### src/rtl/pulse_width_gen.sv
// rtl/pulse_width_gen.sv - programmable start strobe: exact high width, guaranteed low gap, done/abort status
module pulse_width_gen #(
  parameter int CNT_W   = 8,
  parameter int MIN_GAP = 1
) (
  input  logic             i_clk,
  input  logic             i_rst_n,
  input  logic             i_cmd_valid,
  output logic             o_cmd_ready,
  input  logic [CNT_W-1:0] i_cmd_len,
  input  logic             i_abort,
  output logic             o_start,
  output logic             o_busy,
  output logic             o_done,
  output logic             o_aborted,
  output logic             o_err_zero,
  output logic [CNT_W-1:0] o_pulse_cnt
);

  localparam logic [1:0] S_IDLE = 2'd0;
  localparam logic [1:0] S_HIGH = 2'd1;
  localparam logic [1:0] S_GAP  = 2'd2;

  localparam logic [3:0] GAP_LAST   = 4'(MIN_GAP - 1);
  localparam bit         GAP_BYPASS = (MIN_GAP == 1);

  logic [1:0]       r_state;
  logic [CNT_W-1:0] r_len;
  logic [CNT_W-1:0] r_pulse_cnt;
  logic [3:0]       r_gap_cnt;
  logic             r_start;
  logic             r_done;
  logic             r_aborted;
  logic             r_err_zero;

  logic             w_accept;
  logic [CNT_W-1:0] w_len_m1;
  logic             w_last_edge;

  assign w_accept    = i_cmd_valid && (r_state == S_IDLE);
  assign w_len_m1    = r_len - CNT_W'(1);
  // Compare against len-1 so len = 2^CNT_W-1 never needs a wider counter.
  assign w_last_edge = (r_pulse_cnt == w_len_m1);

  // IDLE is entered at the edge before the final gap edge, so a command
  // accepted in the done cycle still leaves exactly MIN_GAP low edges.
  always_ff @(posedge i_clk or negedge i_rst_n) begin
    if (!i_rst_n) begin
      r_state     <= S_IDLE;
      r_len       <= '0;
      r_pulse_cnt <= '0;
      r_gap_cnt   <= '0;
      r_start     <= 1'b0;
      r_done      <= 1'b0;
      r_aborted   <= 1'b0;
      r_err_zero  <= 1'b0;
    end else begin
      r_done     <= 1'b0;
      r_err_zero <= 1'b0;
      case (r_state)
        S_IDLE: begin
          if (w_accept) begin
            if (i_cmd_len == '0) begin
              r_err_zero <= 1'b1;
            end else begin
              r_len       <= i_cmd_len;
              r_pulse_cnt <= '0;
              r_aborted   <= 1'b0;
              r_start     <= 1'b1;
              r_state     <= S_HIGH;
            end
          end
        end
        S_HIGH: begin
          r_pulse_cnt <= r_pulse_cnt + CNT_W'(1);
          if (w_last_edge || i_abort) begin
            r_start   <= 1'b0;
            r_aborted <= !w_last_edge;
            r_gap_cnt <= 4'd1;
            if (GAP_BYPASS) begin
              r_done  <= 1'b1;
              r_state <= S_IDLE;
            end else begin
              r_state <= S_GAP;
            end
          end
        end
        S_GAP: begin
          if (r_gap_cnt == GAP_LAST) begin
            r_done  <= 1'b1;
            r_state <= S_IDLE;
          end else begin
            r_gap_cnt <= r_gap_cnt + 4'd1;
          end
        end
        default: r_state <= S_IDLE;
      endcase
    end
  end

  assign o_cmd_ready = (r_state == S_IDLE);
  assign o_busy      = (r_state != S_IDLE);
  assign o_start     = r_start;
  assign o_done      = r_done;
  assign o_aborted   = r_aborted;
  assign o_err_zero  = r_err_zero;
  assign o_pulse_cnt = r_pulse_cnt;

endmodule

### config.mk
export PLATFORM = sky130hd
export DESIGN_NAME = pulse_width_gen
export DESIGN_NICKNAME = d
export VERILOG_FILES = /design/src/rtl/pulse_width_gen.sv
export SDC_FILE = /design/constraint.sdc
export NUM_CORES = 1
export LEC_CHECK = 0
export ABC_AREA = 1
export ABC_CLOCK_PERIOD_IN_PS = 1700
export CORE_MARGIN = 4
export CORE_UTILIZATION = 45
export CTS_CLUSTER_SIZE = 24
export DETAILED_ROUTE_END_ITERATION = 8
export PLACE_DENSITY = 0.74
export REMOVE_ABC_BUFFERS = 1
export SLEW_MARGIN = 20
export SYNTH_ARGS = -nofsm -noshare
export SYNTH_HDL_FRONTEND = slang
export SYNTH_SLANG_ARGS = --single-unit
### constraint.sdc
create_clock -name i_clk -period 1.7 [get_ports i_clk]
set_input_delay 0.17 -clock i_clk [delete_from_list [all_inputs] [get_ports i_clk]]
set_output_delay 0.17 -clock i_clk [all_outputs]
set_load 0.02 [all_outputs]
# Word level (Yosys, flattened, before mapping)

Index checks and enable logic that the tools add are counted.

Register bits: 26
Output and inout bits: 14
Logic and storage cells: 59

Add/subtract/negate cells: 3
Equal/unequal tests: 8
Multiplexer cells: 25
Bitwise gates (word level): 1
Reductions and logical operators: 14

Operators by type and width:

| operator              | number |
|---|---|
| $mux W8               | 2 |
| $pmux W8 S2           | 1 |
| $mux W1               | 11 |
| $reduce_and A3 Y1     | 3 |
| $add A8 B1 Y8 const B | 1 |
| $eq A8 B8 Y1          | 1 |
| $logic_not A8 Y1      | 1 |
| $mux W2               | 4 |
| $mux W4               | 2 |
| $ne A2 B2 Y1 const B  | 4 |
| $pmux W4 S2           | 1 |
| $reduce_and A4 Y1     | 2 |
| $sub A8 B1 Y8 const B | 1 |
| $pmux W1 S2           | 3 |
| $pmux W2 S3           | 1 |
| $reduce_bool A2 Y1    | 3 |
| $add A4 B1 Y4 const B | 1 |
| $logic_not A4 Y1      | 1 |
| $eq A2 B1 Y1 const B  | 1 |
| $eq A2 B2 Y1 const B  | 1 |
| $logic_not A2 Y1      | 1 |
| $ne A2 B1 Y1 const B  | 1 |
| $logic_and A1 B1 Y1   | 1 |
| $logic_not A1 Y1      | 1 |
| 2 further kinds       | 2 |

# Depth between registers and ports, before layout

Depth after elaboration: 5
Depth in mapped cells: 15
Depth with buffers taken out: 15

# Worst setup path after synthesis

OpenSTA, ideal clock, no wires.

Path type: register to register
Start point: reg r_len[0]
End point: reg r_aborted (netlist: o_aborted)
Library setup time: 0.113 ns
Arrival: 1.451 ns
Setup slack: 0.136 ns
Cell stages (with the launch flop): 14
Buffers on the path: 0
Clock period less this slack: 1.564 ns
Path through: dfrtp_1 -> inv_2 -> ha_1 -> or2_2 -> nand2_1 -> nor2_1 -> inv_1 -> nor2_1 -> nand2_1 -> nand2_2 -> nand2_2 -> nand2_1 -> nand2_1 -> inv_1

Cells in the longest elaborated chain, start to end: 5

RTL lines:

| what                                                              | line   | RTL |
|---|---|---|
| start: declaration                                                | 28     | `logic [CNT_W-1:0] r_len;` |
| start signal: assignment                                          | 66     | `r_len <= i_cmd_len;` |
| $sub A8 B1 Y8 *                                                   | 41     | `assign w_len_m1 = r_len - CNT_W'(1);` |
| $eq A8 B8 Y1 *                                                    | 43     | `assign w_last_edge = (r_pulse_cnt == w_len_m1);` |
| $logic_or A1 B1 Y1 / $logic_not A1 Y1 (equally long branches)     | 76, 78 |  |
| $ne A2 B2 Y1 (no line) / $mux W1 (equally long branches)          | n/a    |  |
| $reduce_and A4 Y1 (no line) / $pmux W1 S2 (equally long branches) | n/a    |  |
| end signal: assignment                                            | 78     | `r_aborted <= !w_last_edge;` |
| end: declaration                                                  | 33     | `logic r_aborted;` |

Mark *: on every way between the ends. The rest lies on a longest branch, timed or not. The select of a mux whose other input is x is not followed.
A chain may end at the register's enable or synchronous reset.

# Worst setup path after layout

Start point: reg r_pulse_cnt[5] (netlist: o_pulse_cnt[5])
End point: out o_pulse_cnt[5]

RTL lines:

| what                     | line | RTL |
|---|---|---|
| start: declaration       | 29   | `logic [CNT_W-1:0] r_pulse_cnt;` |
| start signal: assignment | 75   | `r_pulse_cnt <= r_pulse_cnt + CNT_W'(1);` |
| end: declaration         | 17   | `output logic [CNT_W-1:0] o_pulse_cnt` |

No word-level cell between the ends.

==> results.yml <==
run_status:
  outcome: "complete, no violations"
clocking:
  cts_root_buf: "clkbuf_4"
  cts_sinks: 20
  numCtsBuffers: 3
  clockBufferDepth: 2
  cts_tree: "yes"
  clk_latency_ns: 0.31
  clk_pin_slew_worst_paths_ns: 0.12
  hold_buffers: 0
  htree_levels: 1
grt:
  grt_pass1_wl_mm: 4.974
  grt_overflow_total: 0
  grtUsageTotal_pct: 18.37
  grt_pass1_vias: 1141
  antenna_found_initial: 0
  grt_max_degree: 21
logic_synthesis:
  synth_top_area_share_pct: 40.28
  yosysMostFrequentCell: "nand2_1"
  synth_area_per_cell_sq_um: 7.100
  synth-edff-count: 0
  ys_ff_latch: 20
  synth.largest_area_cell: "dfrtp_1"
  synth_cells: 175
  synth_cell_types: 25
  ys_async_sr_fraction_pct: 100.0
  yosysWarningCount: 0
  yosys-top-cells-area: "dfrtp_1 (40%), nand2_1 (17%), nor2_1 (6.3%)"
  ys_seq_area_share_pct: 40.28
  ys_top_cells_by_count: "nand2_1 (55), nor2_1 (21), dfrtp_1 (20), inv_1 (20)"
  synth_area_sq_um: 1242
  synth_flop_cell: "dfrtp_1"
run:
  max_cap_violations: 0
sta:
  timing.hold.ws_ns: 0.1758
  fin_skew_ns: 0.0005616
  worst_pin_slew_ns: 0.2867
  fin_crit_sh_pct: 96.32
  rsz0062_at_grt: "yes"
  slew_viol_final: 0
  layout_setup_ws_ns: 0.06256
  setup_viol: 0
  slew_headroom_pct: 80.73
  max_freq_ghz: 0.6107
  tns_ns: 0
  min_period_ns: 1.637
  hold_viol_final: 0
placed_design:
  io_buffers: 25
  hpwlAfterDp_mm: 2.280
  gp_congestion: 0.8062
  place_area_sq_um: 1570
  placed_cells: 233
  place_ws_ns: 0.02192
floorplan:
  core_area_sq_um: 2545
  rows: 18
  die_w_microns: 60.55
  die_h_microns: 60.55
  start_util_pct: 48.82
  die_area_sq_um: 3666
  ios: 26
power_and_ir_drop:
  leakagePower_nw: 0.8001
  power_density_nw_per_um2: 1370
  seq_power_share_pct: 32.8
  p_int_mw: 1.330
  clock_power_share_pct: 17.7
  power_frac_comb_pct: 49.5
  switchingPower_mw: 0.9508
  vdd_drop_max_mv: 0.7836
  p_sw_share_pct: 41.69
  totalPowerFinal_mw: 2.281
detailed_routing:
  drcViolationCount: 0
  dr_total_vias: 1208
  viasPerCell: 5.054
  drtIter0Drc: 47
  drt-total-wl_mm: 3.049
  first_pass_iters: 4
  routedWlPerCell_microns: 12.76
  ant_nets: 0
cells_and_area:
  final_util_pct: 65.39
  nNetsFinal: 224
  syn_to_final_growth_pct: 33.94
  fin_area_sq_um: 1664
  finalNonFillerCells: 239
  num_antenna_cells: 0
  drive_gt1_share_pct: 15.79
critical_path:
  worstPathMaxFanout: 6
  cpMaxStageDelayCell: "clkdlybuf4s50_1"
  worst_setup_path_end_kind: "output port"
  cpPeakStageDelay_ns: 0.65
  cp.required_ns: 1.53
  crit_family: "buffers and inverters"
  critPathLaunchType: "flop"
  critPathKind: "flop to output port"
  crit_arrival_ns: 1.47
  path_buf_inv: 1
  path_cells: "clkdlybuf4s50_1"
hold_path:
  hold_class: "input pin to async pin"
==> what timing repair did <==
action / in CTS / in global routing
buffers inserted: 1 / 1
resized for setup: 2 / 8
pin swaps: 0 / 3
setup endpoints to repair: 5 / 4
==> cell families after synthesis <==
| logic type | after synthesis | share of synthesized area (%) |
|---|---|---|
| simple gates | 102 | 36.96 |
| compound gates | 19 | 8.157 |
| buf+inv | 26 | 8.358 |
| flops | 20 | 40.28 |
| xor+xnor | 6 | 4.230 |
| fa+ha+maj | 2 | 2.014 |
==> final cells by class <==
type,instances,area (sq um)
Clock buffer,3,22.52
Sequential cell,20,501.7
Tap cell,30,37.54
Timing Repair Buffer,33,325.3
Fill cell,228,880.8
Clock inverter,1,30.03
Multi-Input combinational cell,129,660.6
Inverter,23,86.33
==> worst paths after layout <==
kind	start	to	slack [ns]	cells past startpoint
max	o_pulse_cnt[5]$_DFFE_PN0P_	o_pulse_cnt[5]	0.06	1
min	i_rst_n	r_len[5]$_DFFE_PN0P_	0.18	2
max reg2reg	r_len[1]$_DFFE_PN0P_	o_aborted$_DFFE_PN0P_	0.11	13
min reg2reg	r_len[7]$_DFFE_PN0P_	r_len[7]$_DFFE_PN0P_	0.52	2
max in group asynchronous	i_rst_n	o_start$_DFFE_PN0P_	1.29	2
min in group i_clk	i_cmd_valid	o_err_zero$_DFF_PN0_	0.40	3
==> flip-flops by register name, summed over array words and instances, names as in the netlist <==
register / count
o_done: 1
o_pulse_cnt: 8
o_err_zero: 1
o_start: 1
r_len: 8
o_aborted: 1
==> power groups by stage <==
stage               clock network [mW]  registers, mW  logic, mW
finish                           0.404          0.747       1.13
global route                     0.431          0.771       1.27
CTS                              0.415          0.751       1.06
detailed placement                   0          0.765       1.03
global placement                     0          0.762       1.00
floorplan                            0          0.812      0.607
==> placed cells by master (no fill, tap or decap), drive strengths merged, types with 2 or more instances in the layout <==
| master | count |
|---|---|
| nand2 | 58 |
| nand3 | 14 |
| xor2 | 3 |
| inv | 23 |
| buf | 8 |
| o21ai | 13 |
| xnor2 | 3 |
| a21oi | 3 |
| nor2 | 25 |
| o22ai | 2 |
| ha | 2 |
| clkdlybuf4s50 | 24 |
| clkbuf | 3 |
| nor4 | 2 |
| or2 | 2 |
| dfrtp | 20 |
==> metal layers <==
layer / global-route usage (%) / part of all wire (%) / vias up
li1: - / - / 619
met1: 23.34 / 42 / 547
met2: 31.94 / 52 / 37
met3: 2.340 / 4.7 / 5
met4: 6.811 / 1.4 / 0
met5: 0 / 0 / -
No activity file was read; power rests on OpenSTA's default activity.
==> RTL change 1: new RTL, same flow settings <==
Reset style: synchronous (`i_rst_n`), changed in one clocked block.
--- a/src/rtl/pulse_width_gen.sv
+++ b/src/rtl/pulse_width_gen.sv
@@ -45,5 +45,5 @@
   // IDLE is entered at the edge before the final gap edge, so a command
   // accepted in the done cycle still leaves exactly MIN_GAP low edges.
-  always_ff @(posedge i_clk or negedge i_rst_n) begin
+  always_ff @(posedge i_clk) begin
     if (!i_rst_n) begin
       r_state     <= S_IDLE;
Formal check against the unedited RTL: differs if i_rst_n is asserted again (counterexample within 4 cycles, from zero or initial values and one cycle with i_rst_n low); with i_rst_n held inactive, the same outputs for 10 cycles.
==> RTL change 1 against the original RTL <==
- critical path depth did not move
- routed wire length fell by 8.4%
- via count fell by 6.7%
- sequential cell count did not move
- die area fell by 9.6%
- cell area fell by 12%
- setup slack got worse by 2.1 ps
- area after synthesis fell by 11%
- non-clock buffer count fell by 5
- synthesized cell count fell by 5.7%
- critical path type unchanged
- critical endpoint is now o_pulse_cnt[4]
Power is not compared: it rests on default switching activity, and its combinational part moved more than twofold at a synthesized area within 25%.
==> RTL change 1: results <==
{
  "grt_pass1_vias": 1008,
  "wl_um": 2790,
  "multi_input_area_share_pct": 41.6,
  "relSlewSlack_pct": 82.0,
  "row_count": 17,
  "grt_pass1_wl_um": 4510,
  "fillers": 208,
  "postCtsResizedCells": 0,
  "netlist_instances": 165,
  "wl_met2_um": 1320,
  "yosysSeqAreaShare_pct": 36.2,
  "sh_seq_area_pct": 27.8,
  "finish.instance_area_um2": 1460,
  "crit_fanout": 7,
  "finClkSkew_ps": 10.4,
  "multi_input_cells": 122,
  "routed-wl-met3_um": 157,
  "drive_above_1_share_pct": 10.4,
  "dpl.cell_count": 216,
  "fin_nets": 207,
  "yosys_most_used_dff": "dfxtp_1",
  "routedWlPerCell_um": 12.7,
  "postPlaceCellArea_um2": 1390,
  "met2_usage_pct": 28.5,
  "status": "completed",
  "design.seq.count": 20,
  "buffer_area_share_pct": 19.9,
  "n_all_inverters": 18,
  "grt_usage_pct": 17.4,
  "met1_usage_pct": 22.3,
  "clkCellAreaFrac_pct": 3.61,
  "place_congestion": 0.764,
  "post-cts-setup-buffer-count": 0,
  "yosys-top-cells-area": "dfxtp_1, nand2_1, nand3_1, a21oi_1, o21ai_0",
  "pre_cts_slack_ps": 105,
  "synth_async_sr_flop_share_pct": 0
}
## RTL change 1: cell count changes after synthesis, sizes merged, moves of 3 or more
cell | unedited run | this run
dfrtp | 20 | 0
dfxtp | 0 | 20
nand2 | 58 | 41
a21oi | 3 | 16
inv | 23 | 18
nor2 | 25 | 20
nand4 | 1 | 4
## RTL change 1: cells by family after synthesis
logic type / after synthesis / share of synthesized area, %
and+or+nand+nor: 83 / 33.1
AOI/OAI and AO/OA: 31 / 14.6
buffers and inverters: 23 / 9.05
DFF: 20 / 36.2
xor gates and xnor gates: 6 / 4.75
adders and majority gates: 2 / 2.26
## RTL change 1: worst paths after layout
kind,from,endpoint,slack (ps),cells past startpoint
setup reg to reg,r_len[0],o_start,140,11
hold / removal,i_cmd_valid,o_err_zero,460,3
hold reg to reg,r_len[7],r_len[7],490,2
setup / recovery,o_pulse_cnt[4],o_pulse_cnt[4],60,1
==> RTL change 2: new RTL, same settings <==
Made on the original files. Put one more register stage on the output `o_pulse_cnt`. The value now appears one clock later. The other outputs are not delayed to match.
--- a/src/rtl/pulse_width_gen.sv
+++ b/src/rtl/pulse_width_gen.sv
@@ -105,5 +105,7 @@
   assign o_aborted   = r_aborted;
   assign o_err_zero  = r_err_zero;
-  assign o_pulse_cnt = r_pulse_cnt;
+  always_ff @(posedge i_clk) begin
+    o_pulse_cnt <= r_pulse_cnt;
+  end
 
 endmodule
Behaviour: not the same (a bounded check fails within 4 cycles, from zero or initial values and one cycle with i_rst_n low).
==> RTL change 2 against the original RTL <==
- sequential power increased by 31%
- routed wire length down 0.46%
- clock skew up 3.2 ps
- area after synthesis grew 13%
- synthesized cell count is 4.6% higher
- utilization down 4.6 points
- critical path depth is 1 higher
- sequential cell count increased by 8
- total power up 14%
- setup slack gained 19 ps
- global-route usage shrank 2.5 points
- cell area rose by 11%
- largest cell class unchanged
- highest routed layer unchanged
==> RTL change 2: results <==
{
  "status": "completed",
  "synth_async_sr_flop_share_pct": 71.4,
  "relSlewSlack_pct": 76.5,
  "yosysSeqAreaShare_pct": 46.9,
  "wl_met2_um": 1440,
  "clkPwrFrac_pct": 17.1,
  "drtIter0Drc": 59,
  "slowest_delay_ps": 600,
  "pg_seq_w": 0.000981,
  "grt_pass1_vias": 1217,
  "hpwl_um": 2320,
  "met1_usage_pct": 22.0,
  "irDropWorstVdd_uv": 893,
  "crit_arrival_ps": 1450,
  "synthXorXnorAreaFrac_pct": 3.73,
  "yosys-top-cells-area": "dfrtp_1, nand2_1, dfxtp_1, nor2_1, inv_1",
  "clock_latency_ps": 340,
  "finClkSkew_ps": 3.74,
  "clkTransAtPathRegs_ps": 160,
  "p_int_w": 0.00159,
  "met3_usage_pct": 3.34,
  "viasPerCell": 4.82,
  "post-cts-setup-buffer-count": 0,
  "place_congestion": 0.816,
  "p_switching_w": 0.00102,
  "p_leak_nw": 0.850,
  "whs_ps": 146,
  "synth-compound-area-share_pct": 6.83,
  "grt_usage_pct": 15.9,
  "r2r-start": "r_len[0]",
  "met1_length_um": 1470,
  "drive_above_1_share_pct": 15.2,
  "first_pass_iters": 5,
  "routedWlPerCell_um": 11.6,
  "grt_pass1_wl_um": 5260,
  "met2_usage_pct": 25.8,
  "synthAdderAreaFrac_pct": 1.77
}
==> RTL change 2: how the worst max path moves through the flow <==
stage	startpoint	end	slack (ps)
global placement	i_cmd_len[5]	r_len[0]	-4
floorplan	r_len[0]	o_aborted	120
CTS	r_len[1]	o_aborted	40
global route	r_len[1]	o_aborted	-20
finish	o_start	o_cmd_ready	80
detailed placement	i_cmd_len[7]	r_len[0]	5
==> RTL change 2: stage by stage <==
step / setup WS, ps / cell area, um2 / cells
2_1_floorplan: 123 / 1390 / 180
3_3_place_gp: -4.25 / 1750 / 257
3_5_place_dp: 5.01 / 1750 / 257
4_1_cts: 40.5 / 1800 / 261
5_1_grt: -15.8 / 1840 / 261
6_report: 81.2 / 1840 / 261
==> RTL change 2: final cells by class <==
class	instances	share of cell area (%)
Tap cell	44	2.99
Clock inverter	1	1.63
Clock buffer	3	1.22
Inverter	22	4.49
Sequential cell	28	35.9
Timing Repair Buffer	33	16.9
Multi-Input combinational cell	130	36.9
